--- src/rtl/shift_arbiter_if.sv ---
// Request/response bus of the two-requester shift unit.
//   req0_* / req1_* : valid/ready handshake carrying operand a, shift amount b and op code
//   rsp_*           : valid/ready result channel; rsp_id names the requester that issued it
// The master modport is the requester/consumer side; the slave modport is the shift unit.
interface shift_arbiter_if #(
  parameter int WIDTH = 16
);
  logic             req0_valid;
  logic             req0_ready;
  logic [WIDTH-1:0] req0_a;
  logic [3:0]       req0_b;
  logic [1:0]       req0_op;

  logic             req1_valid;
  logic             req1_ready;
  logic [WIDTH-1:0] req1_a;
  logic [3:0]       req1_b;
  logic [1:0]       req1_op;

  logic             rsp_valid;
  logic             rsp_ready;
  logic [WIDTH-1:0] rsp_data;
  logic             rsp_id;

  modport master (
    output req0_valid, req0_a, req0_b, req0_op,
    output req1_valid, req1_a, req1_b, req1_op,
    input  req0_ready, req1_ready,
    input  rsp_valid, rsp_data, rsp_id,
    output rsp_ready
  );

  modport slave (
    input  req0_valid, req0_a, req0_b, req0_op,
    input  req1_valid, req1_a, req1_b, req1_op,
    output req0_ready, req1_ready,
    output rsp_valid, rsp_data, rsp_id,
    input  rsp_ready
  );
endinterface

--- src/rtl/shift_arbiter.sv ---
// Two-requester arbitrated barrel shifter.
//   clk   : rising-edge clock
//   rst_n : asynchronous active-low reset
//   bus   : shift_arbiter_if.slave (two request channels in, one response channel out)
//   busy  : high whenever an operation is in flight (state != IDLE)
// One operation at a time: IDLE accepts and latches the winner's operands, EXEC registers
// the shifted result, RESP holds it until the consumer takes it.
// RR_EN=1 alternates on contention; RR_EN=0 gives requester 0 fixed priority.

// Combinational shifter: 00 LSL, 01 LSR, 10 ASR, 11 ROR. Only WIDTH=16 is supported.
module shift_arbiter_alu #(
  parameter int WIDTH = 16
) (
  input  logic [WIDTH-1:0] a,
  input  logic [3:0]       b,
  input  logic [1:0]       op,
  output logic [WIDTH-1:0] y
);
  always_comb begin
    y = a;
    case (op)
      2'b00:   y = a << b;
      2'b01:   y = a >> b;
      2'b10:   y = $signed(a) >>> b;
      // a << WIDTH evaluates to zero in this 16-bit context, so b=0 yields a unchanged.
      default: y = (a >> b) | (a << (WIDTH - int'(b)));
    endcase
  end
endmodule

module shift_arbiter #(
  parameter int WIDTH = 16,
  parameter bit RR_EN = 1'b1
) (
  input  logic             clk,
  input  logic             rst_n,
  shift_arbiter_if.slave   bus,
  output logic             busy
);
  typedef enum logic [1:0] {
    IDLE = 2'd0,
    EXEC = 2'd1,
    RESP = 2'd2
  } state_t;

  typedef struct packed {
    logic [WIDTH-1:0] a;
    logic [3:0]       b;
    logic [1:0]       op;
    logic             id;
  } opr_t;

  state_t           state, state_nxt;
  opr_t             opr;
  logic             last_grant;
  logic             win;        // winning requester index this cycle
  logic             accept;
  logic [WIDTH-1:0] alu_y;
  logic [WIDTH-1:0] data_q;
  logic             id_q;

  // Arbitration: a lone requester always wins; on contention round-robin picks the
  // requester that did not win last time, fixed priority picks requester 0.
  always_comb begin
    win = bus.req1_valid;
    if (bus.req0_valid && bus.req1_valid)
      win = RR_EN ? ~last_grant : 1'b0;
  end

  assign accept         = (state == IDLE) && (bus.req0_valid || bus.req1_valid);
  assign bus.req0_ready = accept && !win;
  assign bus.req1_ready = accept && win;

  // FSM state register
  always_ff @(posedge clk or negedge rst_n) begin
    if (!rst_n) state <= IDLE;
    else        state <= state_nxt;
  end

  // FSM next state
  always_comb begin
    state_nxt = state;
    case (state)
      IDLE:    if (accept) state_nxt = EXEC;
      EXEC:    state_nxt = RESP;
      RESP:    if (bus.rsp_ready) state_nxt = IDLE;
      default: state_nxt = IDLE;
    endcase
  end

  shift_arbiter_alu #(.WIDTH(WIDTH)) u_alu (
    .a  (opr.a),
    .b  (opr.b),
    .op (opr.op),
    .y  (alu_y)
  );

  // Operands are captured only on accept, so requester activity during EXEC/RESP
  // cannot disturb the in-flight result; the result registers only move in EXEC.
  always_ff @(posedge clk or negedge rst_n) begin
    if (!rst_n) begin
      opr        <= '0;
      last_grant <= 1'b1;
      data_q     <= '0;
      id_q       <= 1'b0;
    end else begin
      if (accept) begin
        opr.a      <= win ? bus.req1_a  : bus.req0_a;
        opr.b      <= win ? bus.req1_b  : bus.req0_b;
        opr.op     <= win ? bus.req1_op : bus.req0_op;
        opr.id     <= win;
        last_grant <= win;
      end
      if (state == EXEC) begin
        data_q <= alu_y;
        id_q   <= opr.id;
      end
    end
  end

  assign bus.rsp_valid = (state == RESP);
  assign bus.rsp_data  = data_q;
  assign bus.rsp_id    = id_q;
  assign busy          = (state != IDLE);
endmodule

--- src/flat_wrapper.sv ---
// flat-port wrapper written by rule: the top's interface ports become plain ports
module shift_arbiter_flat 
#(
  parameter int WIDTH = 16,
  parameter bit RR_EN = 1'b1
)
  (clk, rst_n, busy, bus_req0_valid, bus_req0_a, bus_req0_b, bus_req0_op, bus_req1_valid, bus_req1_a, bus_req1_b, bus_req1_op, bus_req0_ready, bus_req1_ready, bus_rsp_valid, bus_rsp_data, bus_rsp_id, bus_rsp_ready);
  shift_arbiter_if #(.WIDTH(WIDTH)) bus_i ();
  input  logic clk;
  input  logic rst_n;
  output logic busy;
  input wire logic [$bits(bus_i.req0_valid)-1:0] bus_req0_valid;
  input wire logic [$bits(bus_i.req0_a)-1:0] bus_req0_a;
  input wire logic [$bits(bus_i.req0_b)-1:0] bus_req0_b;
  input wire logic [$bits(bus_i.req0_op)-1:0] bus_req0_op;
  input wire logic [$bits(bus_i.req1_valid)-1:0] bus_req1_valid;
  input wire logic [$bits(bus_i.req1_a)-1:0] bus_req1_a;
  input wire logic [$bits(bus_i.req1_b)-1:0] bus_req1_b;
  input wire logic [$bits(bus_i.req1_op)-1:0] bus_req1_op;
  output wire logic [$bits(bus_i.req0_ready)-1:0] bus_req0_ready;
  output wire logic [$bits(bus_i.req1_ready)-1:0] bus_req1_ready;
  output wire logic [$bits(bus_i.rsp_valid)-1:0] bus_rsp_valid;
  output wire logic [$bits(bus_i.rsp_data)-1:0] bus_rsp_data;
  output wire logic [$bits(bus_i.rsp_id)-1:0] bus_rsp_id;
  input wire logic [$bits(bus_i.rsp_ready)-1:0] bus_rsp_ready;
  assign bus_i.req0_valid = bus_req0_valid;
  assign bus_i.req0_a = bus_req0_a;
  assign bus_i.req0_b = bus_req0_b;
  assign bus_i.req0_op = bus_req0_op;
  assign bus_i.req1_valid = bus_req1_valid;
  assign bus_i.req1_a = bus_req1_a;
  assign bus_i.req1_b = bus_req1_b;
  assign bus_i.req1_op = bus_req1_op;
  assign bus_req0_ready = bus_i.req0_ready;
  assign bus_req1_ready = bus_i.req1_ready;
  assign bus_rsp_valid = bus_i.rsp_valid;
  assign bus_rsp_data = bus_i.rsp_data;
  assign bus_rsp_id = bus_i.rsp_id;
  assign bus_i.rsp_ready = bus_rsp_ready;
  shift_arbiter #(.WIDTH(WIDTH), .RR_EN(RR_EN)) u_core (.clk(clk), .rst_n(rst_n), .bus(bus_i), .busy(busy));
endmodule
--- config.mk ---
export PLATFORM = sky130hd
export DESIGN_NAME = shift_arbiter_flat
export DESIGN_NICKNAME = d
export VERILOG_FILES = /design/src/rtl/shift_arbiter_if.sv /design/src/rtl/shift_arbiter.sv /design/src/flat_wrapper.sv
export SDC_FILE = /design/constraint.sdc
export NUM_CORES = 1
export LEC_CHECK = 0
export ABC_CLOCK_PERIOD_IN_PS = 3200
export BUFFER_PORTS_ARGS = -buffer_cell sky130_fd_sc_hd__clkbuf_2
export CORE_ASPECT_RATIO = 1.4
export CORE_MARGIN = 3
export CORE_UTILIZATION = 55
export CTS_CLUSTER_DIAMETER = 60
export DETAILED_ROUTE_END_ITERATION = 6
export GPL_TIMING_DRIVEN = 1
export MAX_ROUTING_LAYER = met4
export PLACE_DENSITY = 0.77
export RECOVER_POWER = 100
export SLEW_MARGIN = 0
export SYNTH_ARGS = -nofsm -noshare
export SYNTH_HDL_FRONTEND = slang
export SYNTH_SLANG_ARGS = --single-unit
--- constraint.sdc ---
create_clock -name clk -period 3.2 [get_ports clk]
set_clock_uncertainty 0.2 [all_clocks]
set_input_delay 0.64 -clock clk [delete_from_list [all_inputs] [get_ports clk]]
set_output_delay 0.64 -clock clk [all_outputs]
set_load 0.005 [all_outputs]
==> results of run 1 <==
## path summary, 6_finish.rpt
check	slack, ns	cells past startpoint	start	endpoint
min	0.28	2	u_core.bus.rsp_id	u_core.bus.rsp_id
min reg2reg	0.28	2	u_core.bus.rsp_id	u_core.bus.rsp_id
max	0.22	7	u_core.opr[6]	u_core.bus.rsp_data[13]
max reg2reg	0.22	7	u_core.opr[6]	u_core.bus.rsp_data[13]
max in group asynchronous	0.99	3	rst_n	u_core.opr[3]
min in group asynchronous	0.46	2	rst_n	u_core.bus.rsp_data[12]
## through the flow
| step | power, mW | instance area (µm²) |
|---|---|---|
| after detailed placement | 6.73 | 5050 |
| final | 7.25 | 5120 |
| after CTS | 7.11 | 5150 |
| after global routing | 7.65 | 5120 |
| after global placement | 6.71 | 5050 |
| after floorplan | 5.10 | 4610 |
## critical path, stage by stage (launching register included)
cell,delay (ns)
dfrtp_1,0.76
clkbuf_1,0.46
inv_1,0.11
nand2_1,0.15
o311ai_1,0.22
o21a_1,0.18
a2111oi_0,0.65
nor3_1,0.11
## layout make-up
type | count | area (µm²) | share of cell area (%)
well taps | 100 | 125 | 2.45
clock inverters | 3 | 20.0 | 0.391
flip-flops and latches | 43 | 1080 | 21.1
multi-input cells | 408 | 3100 | 60.6
repair buffers | 102 | 601 | 11.7
clock buffers | 5 | 68.8 | 1.35
inverters | 33 | 124 | 2.42
## power groups by stage
stage	Combinational [mW]	Sequential, mW	Clock [mW]
global placement	5.35	1.37	0
floorplan	4.12	0.984	0
detailed placement	5.36	1.37	0
CTS	5.38	1.36	0.372
global route	5.85	1.40	0.398
finish	5.48	1.40	0.372
## Yosys cell counts, drive strengths merged (5+ instances only)
| cell type | n | area share (%) |
|---|---|---|
| nand2 | 61 | 5.0 |
| nor2 | 46 | 3.7 |
| dfrtp | 42 | 23 |
| clkbuf | 38 | 3.1 |
| mux2i | 34 | 7.4 |
| o21ai | 34 | 3.8 |
| inv | 32 | 2.6 |
| a21oi | 30 | 3.3 |
| buf | 25 | 3.7 |
| mux4 | 25 | 12 |
| a222oi | 22 | 4.8 |
| mux2 | 13 | 3.2 |
| nand2b | 10 | 1.4 |
| o22ai | 10 | 1.4 |
| nand3 | 9 | 0.98 |
| nor3 | 8 | 0.87 |
| a211oi | 7 | 1.1 |
| o211ai | 7 | 1.1 |
| a31oi | 6 | 0.81 |
| o31ai | 6 | 1.3 |
| nor2b | 5 | 0.68 |
| o21a | 5 | 0.98 |
## flip-flops by register name, summed over array words and instances (netlist names)
signal	cells
u_core.bus.rsp_data	16
u_core.bus.rsp_id	1
u_core.last_grant	1
u_core.opr	23
u_core.state	2
## logic make-up after synthesis
group | after synthesis | share of synthesized area (%)
fa+ha+maj | 1 | 0.271
compound gates | 172 | 27.3
xor+xnor | 3 | 0.895
buf+inv | 96 | 9.49
flops | 43 | 23.4
simple gates | 160 | 15.8
mux | 72 | 22.9
## metal layers
metal  share of wire (%)  vias to the layer above  wire, µm
met5                   0                        -         0
met4                 6.3                        0      1100
met3                  12                      107      2060
met2                  47                      435      8150
met1                  35                     2366      6070
li1                    -                     2171         -
==> impl_metrics.tcl, run 1 <==
set metrics [dict create \
    grt_pass1_vias 4907 \
    timing.hold.ws_ns 0.280 \
    drtPass1Iterations 7 \
    post-place-ws_ns 0.530 \
    cp-end-kind "flip-flop" \
    power_frac_seq_pct 19.2 \
    clkPwrFrac_pct 5.1 \
    setup_violations 0 \
    cts_buffer_depth 2 \
    maxSlewViolCount 0 \
    die_area_mm2 0.00954 \
    syn_area_per_cell_um2 8.43 \
    numCtsBuffers 5 \
    cts.sinks 43 \
    cts_tree "yes" \
    grt_max_degree 60 \
    vias_per_cell 7.32 \
    fillers 672 \
    hold_viol_final 0 \
    drc 1 \
    rows 38 \
    htreeDepth 2 \
    area_delta_synth_final_pct 10.9 \
    ys_ff_latch 43 \
    cts_setup_buffers 0 \
    status "finished with violations" \
    layout_commonest_cell "nand2_1" \
    synth_warnings 0 \
    critPathLaunchType "flip-flop" \
    netlist_area_mm2 0.00461 \
    grt.met2_usage_pct 58.8 \
    postCtsHoldBufs 1 \
    top_usage_layer "met2" \
    gp_congestion 1.06 \
    final_layout_size_suffix_gt1_share_pct 23.9 \
    antenna_found_initial 0 \
    cts_resized 0 \
    grt_usage_pct 37.5 \
    grt_use_met1_pct 46.2 \
    irDropWorstVdd_uv 1050 \
    arrival_ns 2.95 \
    max_slew_margin_pct 24.8 \
    clk_pin_slew_ns 0.09 \
    yosysSeqAreaShare_pct 23.4 \
    max_cap_viol_count 0 \
    finalNonFillerCells 694 \
    critPathRequiredTime_ns 3.17 \
    pwr-share-comb_pct 75.6 \
    worst_pin_slew_ns 1.13 \
    grt_first_pass_wirelength_mm 27.3 \
    tns_ns 0 \
    start_util_pct 58.1 \
    die_x_um 83.4 \
    grt-ovfl-total 0 \
    fin_nets 643 \
    failed_checks "design-rule violations" \
    fmax_mhz 336 \
    swShare_pct 55.4 \
    fin_ws_ns 0.222 \
    synth_edf_count 0 \
    path_max_fanout 14 \
    power.switching_mw 4.01 \
    drt_iter0_markers 809 \
    hp-class "reg2reg" \
    synth_ff_type "dfrtp_1" \
    root_buffer "clkbuf_8" \
    met3_usage_pct 6.84 \
    async_reset_ff_share_pct 100 \
    dp_cells 685 \
    antenna_cells 0 \
    layout_common_cells "nand2_1, clkbuf_2, nor2_1" \
    synth_cells 547 \
    fin_util_pct 64.4 \
    dp_hpwl_mm 12.8 \
    power_leakage_nw 2.20 \
    period_needed_ns 2.98 \
    power_density_mw_per_mm2 1420 \
    rsz0062_at_grt "false" \
    wire_per_inst_um 25.1 \
    min_period_over_period_pct 93.1 \
    synth_nets 597 \
    final_antenna_net_count 0 \
    coreArea_mm2 0.00794 \
    die-height_um 114 \
    worstSetupPathType "reg2reg" \
    routed_wl_mm 17.4 \
    ios 70 \
    portBuffers 69 \
    p_int_mw 3.24 \
    vias 5079 \
    synth_cell_types 73 \
    insertion_delay_ns 0.31 \
]
(Power assumes the default switching activity.)
==> inputs of run 2 (changes only) <==
--- a/config.mk
+++ b/config.mk
@@ -15,7 +15,7 @@
 export GPL_TIMING_DRIVEN = 1
 export MAX_ROUTING_LAYER = met4
 export PLACE_DENSITY = 0.77
-export RECOVER_POWER = 100
+export RECOVER_POWER = 50
 export SLEW_MARGIN = 0
 export SYNTH_ARGS = -nofsm -noshare
 export SYNTH_HDL_FRONTEND = slang
==> impl_metrics.tcl, run 2 (synthesis results as in run 1) <==
set metrics [dict create \
    die_area_mm2 0.00954 \
    max_slew_margin_pct 25.3 \
    clk_pin_slew_ns 0.10 \
    cp-end-kind "flip-flop" \
    hold_viol_final 0 \
    rsz0062_at_grt "false" \
    cts.sinks 43 \
    setup_violations 0 \
    design_area_mm2 0.00514 \
    ios 70 \
    rows 38 \
    final_layout_size_suffix_gt1_share_pct 26.1 \
    path_max_fanout 10 \
    cts_tree "yes" \
    final_antenna_net_count 0 \
    grt_pass1_vias 4907 \
    post_dp_cell_area_mm2 0.00505 \
    min_period_over_period_pct 87.7 \
    cp_top_family "compound AO/OA/AOI/OAI gates" \
    grt_max_degree 60 \
    insertion_delay_ns 0.31 \
    critPathRequiredTime_ns 3.18 \
    cts_buffer_depth 2 \
    fin_nets 643 \
    coreArea_mm2 0.00794 \
    crit_slowest_cell "a2111oi_0" \
    layout_commonest_cell "clkbuf_2" \
    cts_setup_buffers 0 \
    timing.hold.ws_ns 0.279 \
    drt_iter0_markers 760 \
    routed_wl_mm 17.6 \
    maxSlewViolCount 0 \
    layout_common_cells "clkbuf_2, nand2_1, nor2_1" \
    root_buffer "clkbuf_8" \
    met3_usage_pct 6.84 \
    wire_per_inst_um 25.3 \
    fillers 664 \
    fmax_mhz 356 \
    worst-path-buf-inv 2 \
    critPathLaunchType "flip-flop" \
    vias_per_cell 7.40 \
    vias 5139 \
    path_cells "inv_1 -> ha_1 -> buf_4 -> mux4_2 -> nand2_1 -> a21oi_1 -> a2111oi_0 -> nor3_1" \
    antenna_found_initial 0 \
    die-height_um 114 \
    numCtsBuffers 5 \
    die_x_um 83.4 \
    top_usage_layer "met2" \
    htreeDepth 2 \
    area_delta_synth_final_pct 11.4 \
    worstSetupPathType "reg2reg" \
    start_util_pct 58.1 \
    cts_resized 0 \
    grt_usage_pct 37.5 \
    period_needed_ns 2.81 \
    seqCellArea_mm2 0.00108 \
    multi_input_area_mm2 0.00310 \
    grt.met2_usage_pct 58.8 \
    largest_register "u_core.opr" \
    max_stage_delay_ns 0.63 \
    dp_hpwl_mm 12.8 \
    max_cap_viol_count 0 \
    arrival_ns 2.78 \
    fin_ws_ns 0.392 \
    r2r_setup_slack_ns 0.39 \
    grt-ovfl-total 0 \
    postCtsHoldBufs 1 \
    tns_ns 0 \
    largest_reg_flops 23 \
    grt_use_met1_pct 46.2 \
    post-place-ws_ns 0.530 \
    drtPass1Iterations 6 \
    portBuffers 69 \
    worst_pin_slew_ns 1.12 \
    grt_first_pass_wirelength_mm 27.3 \
    gp_congestion 1.06 \
    drc 0 \
    status "complete, no violations" \
    hp-class "reg2reg" \
    antenna_cells 0 \
]
==> run 2: cell type report <==
type / count / share of cell area [%]
multi-input cells: 408 / 60.3
flip-flops and latches: 43 / 21.0
repair buffers: 102 / 12.1
well taps: 100 / 2.44
inverters: 33 / 2.41
clock buffers: 5 / 1.34
clock inverters: 3 / 0.390
==> run 2: worst reg2reg max path: stages, from the launching register on <==
cell and delay (ns):
dfrtp_2 0.39, inv_1 0.07, ha_1 0.54, buf_4 0.25, mux4_2 0.32, nand2_1 0.09
a21oi_1 0.07, a2111oi_0 0.63, nor3_1 0.11
==> run 2: final timing paths <==
| check | depth (start not counted) | from | to |
|---|---|---|---|
| worst max-delay path | 8 | u_core.opr[4] | u_core.bus.rsp_data[13] |
| worst min-delay path | 2 | u_core.bus.rsp_id | u_core.bus.rsp_id |
| worst max register to register | 8 | u_core.opr[4] | u_core.bus.rsp_data[13] |
| worst min register to register | 2 | u_core.bus.rsp_id | u_core.bus.rsp_id |
| max in group asynchronous | 3 | rst_n | u_core.opr[3] |
| min in group asynchronous | 2 | rst_n | u_core.bus.rsp_data[12] |
==> run 2: through the flow <==
step,instances,utilization (%)
after floorplan,547,-
after global placement,685,63.6
after detailed placement,685,63.6
after CTS,694,64.8
after global routing,694,64.7
final,694,64.7
==> run 2: metal layers <==
layer / vias to the layer above / share of wire [%]
met5: - / 0
met3: 119 / 12
li1: 2167 / -
met4: 0 / 7.0
met2: 463 / 46
met1: 2390 / 35
Power of run 2 is left out: the tool's default activity adds up to more than one toggle a clock period on the data nets, which glitch-free logic cannot reach.
==> inputs of run 3 (changes only) <==
--- a/config.mk
+++ b/config.mk
@@ -6,7 +6,7 @@
 export NUM_CORES = 1
 export LEC_CHECK = 0
 export ABC_CLOCK_PERIOD_IN_PS = 3200
-export BUFFER_PORTS_ARGS = -buffer_cell sky130_fd_sc_hd__clkbuf_2
+export BUFFER_PORTS_ARGS = -buffer_cell sky130_fd_sc_hd__buf_2
 export CORE_ASPECT_RATIO = 1.4
 export CORE_MARGIN = 3
 export CORE_UTILIZATION = 55
@@ -19,4 +19,5 @@
 export SLEW_MARGIN = 0
 export SYNTH_ARGS = -nofsm -noshare
 export SYNTH_HDL_FRONTEND = slang
+export SYNTH_HIERARCHICAL = 1
 export SYNTH_SLANG_ARGS = --single-unit
==> impl_metrics.tcl, run 3 <==
set metrics [dict create \
    worst_pin_slew_ns 1.30 \
    synth_area_leaders "dfrtp_1, mux4_2, mux2_2" \
    routed_wl_mm 16.2 \
    cts_resized 0 \
    synth_warnings 6 \
    worst-path-buf-inv 2 \
    crit_slowest_cell "clkbuf_1" \
    critPathLaunchType "flip-flop" \
    synthSimpleGateAreaFrac_pct 11.2 \
    path_max_fanout 25 \
    largest_reg_flops 23 \
    max_cap_viol_count 0 \
    min_period_over_period_pct 91.8 \
    grt_first_pass_wirelength_mm 25.6 \
    clk_pin_slew_ns 0.07 \
    grt_max_degree 69 \
    antenna_found_initial 0 \
    synth_edf_count 0 \
    die_area_mm2 0.0104 \
    synth_top_area_cell "dfrtp_1" \
    synth_compound_area_share_pct 17.1 \
    numCtsBuffers 5 \
    max_slew_margin_pct 13.4 \
    start_util_pct 57.7 \
    rows 40 \
    period_needed_ns 2.94 \
    synth_fa_ha_area_share_pct 0.246 \
    drt_iter0_markers 504 \
    wire_per_inst_um 25.0 \
    cp_top_family "buffers and inverters" \
    ys_ff_latch 43 \
    status "complete, no violations" \
    die-height_um 120 \
    cp-end-kind "primary output" \
    portBuffers 69 \
    hold_viol_final 0 \
    coreArea_mm2 0.00881 \
    cts_tree "yes" \
    maxSlewViolCount 0 \
    cts_buffer_depth 2 \
    async_reset_ff_share_pct 100 \
    muxShareOfSynthArea_pct 41.7 \
    setup_violations 0 \
    timing.hold.ws_ns 0.283 \
    synth_ff_type "dfrtp_1" \
    area_delta_synth_final_pct 10.5 \
    postCtsHoldBufs 0 \
    gp_congestion 1.03 \
    arrival_ns 2.10 \
    vias 4632 \
    synth_top_family_by_area "multiplexers" \
    drtPass1Iterations 5 \
    synth_nets 554 \
    yosysMostFrequentCell "mux2_2" \
    cts.sinks 43 \
    final_antenna_net_count 0 \
    insertion_delay_ns 0.30 \
    fmax_mhz 340 \
    max_stage_delay_ns 0.96 \
    vias_per_cell 7.15 \
    grt-ovfl-total 0 \
    rsz0062_at_grt "false" \
    final_layout_size_suffix_gt1_share_pct 43.1 \
    worstSetupPathType "reg2out" \
    synth_cell_types 72 \
    drc 0 \
    synth_cells 504 \
    tns_ns 0 \
    cts_setup_buffers 0 \
    grt_pass1_vias 4606 \
    path_cells "nor2_1 -> o21ai_2 -> clkbuf_1 -> nor2b_1 -> buf_2" \
    ios 70 \
    layout_common_cells "buf_2, mux2_2, dfrtp_1" \
    fillers 749 \
    dp_hpwl_mm 11.6 \
    hp-class "in2async" \
    root_buffer "clkbuf_16" \
    yosysSeqAreaShare_pct 21.2 \
    fin_nets 592 \
    largest_register "u_core/opr" \
    critPathRequiredTime_ns 2.36 \
    antenna_cells 0 \
    yosys.area_share.xor_xnor_pct 0.714 \
    synth_commonest_cells "mux2_2, dfrtp_1, mux4_2" \
    synth.top_cell.area_share_pct 20.7 \
    htreeDepth 2 \
    netlist_area_mm2 0.00508 \
    grt_usage_pct 33.0 \
    die_x_um 87.3 \
    syn_area_per_cell_um2 10.1 \
]
==> run 3: cells by family (layout without fill, tap and decap cells) <==
kind of cell / after synthesis / in the layout
mux: 146 / 146
compound gates: 120 / 120
simple gates: 117 / 117
buf+inv: 75 / 114
flops: 43 / 43
xor+xnor: 2 / 2
fa+ha+maj: 1 / 1
==> run 3: worst paths after layout <==
check	end	startpoint	slack (ns)	cells past startpoint
setup reg to reg	u_core/bus.rsp_data[15]	u_core/opr[4]	0.27	9
hold / removal	u_core/bus.rsp_data[1]	rst_n	0.28	1
setup / recovery	bus_req0_ready	u_core/state[1]	0.26	5
min in group clk	u_core/opr[0]	u_core/opr[0]	0.30	1
max in group asynchronous	u_core/opr[3]	rst_n	1.83	1
hold reg to reg	u_core/opr[0]	u_core/opr[0]	0.30	1
==> run 3: area by class of cell <==
class / instances / area, µm² / share of cell area (%)
clock inverters: 3 / 43.8 / 0.780
clock buffers: 5 / 125 / 2.23
multi-input cells: 386 / 3620 / 64.4
well taps: 105 / 131 / 2.34
inverters: 12 / 46.3 / 0.824
flip-flops and latches: 43 / 1080 / 19.2
repair buffers: 94 / 573 / 10.2
==> run 3: layer usage <==
layer / part of all wire, % / global-route usage (%)
met3: 9.1 / 5.63
met1: 37 / 40.5
met5: 0 / -
met4: 6.7 / 17.5
met2: 47 / 51.2
==> run 3: worst register-to-register path: cells and delay by family, from the launching register on <==
family                     cells  cell delay, ns
AOI/OAI and AO/OA              3            0.79
adders and majority gates      1            0.29
buffers and inverters          2            0.39
DFF                            1            0.43
muxes                          2            0.56
and+or+nand+nor                1            0.16
==> run 3: through the flow <==
step           instance area, µm²  setup WS (ns)  cells  utilization, %
4_1_cts                      5630          0.333    648            63.9
2_1_floorplan                5090        0.00288    504               -
5_1_grt                      5620         0.0739    648            63.7
3_5_place_dp                 5460          0.347    640            61.9
3_3_place_gp                 5460          0.375    640            61.9
6_report                     5620          0.262    648            63.7
Power of run 3 is left out for the same reason.
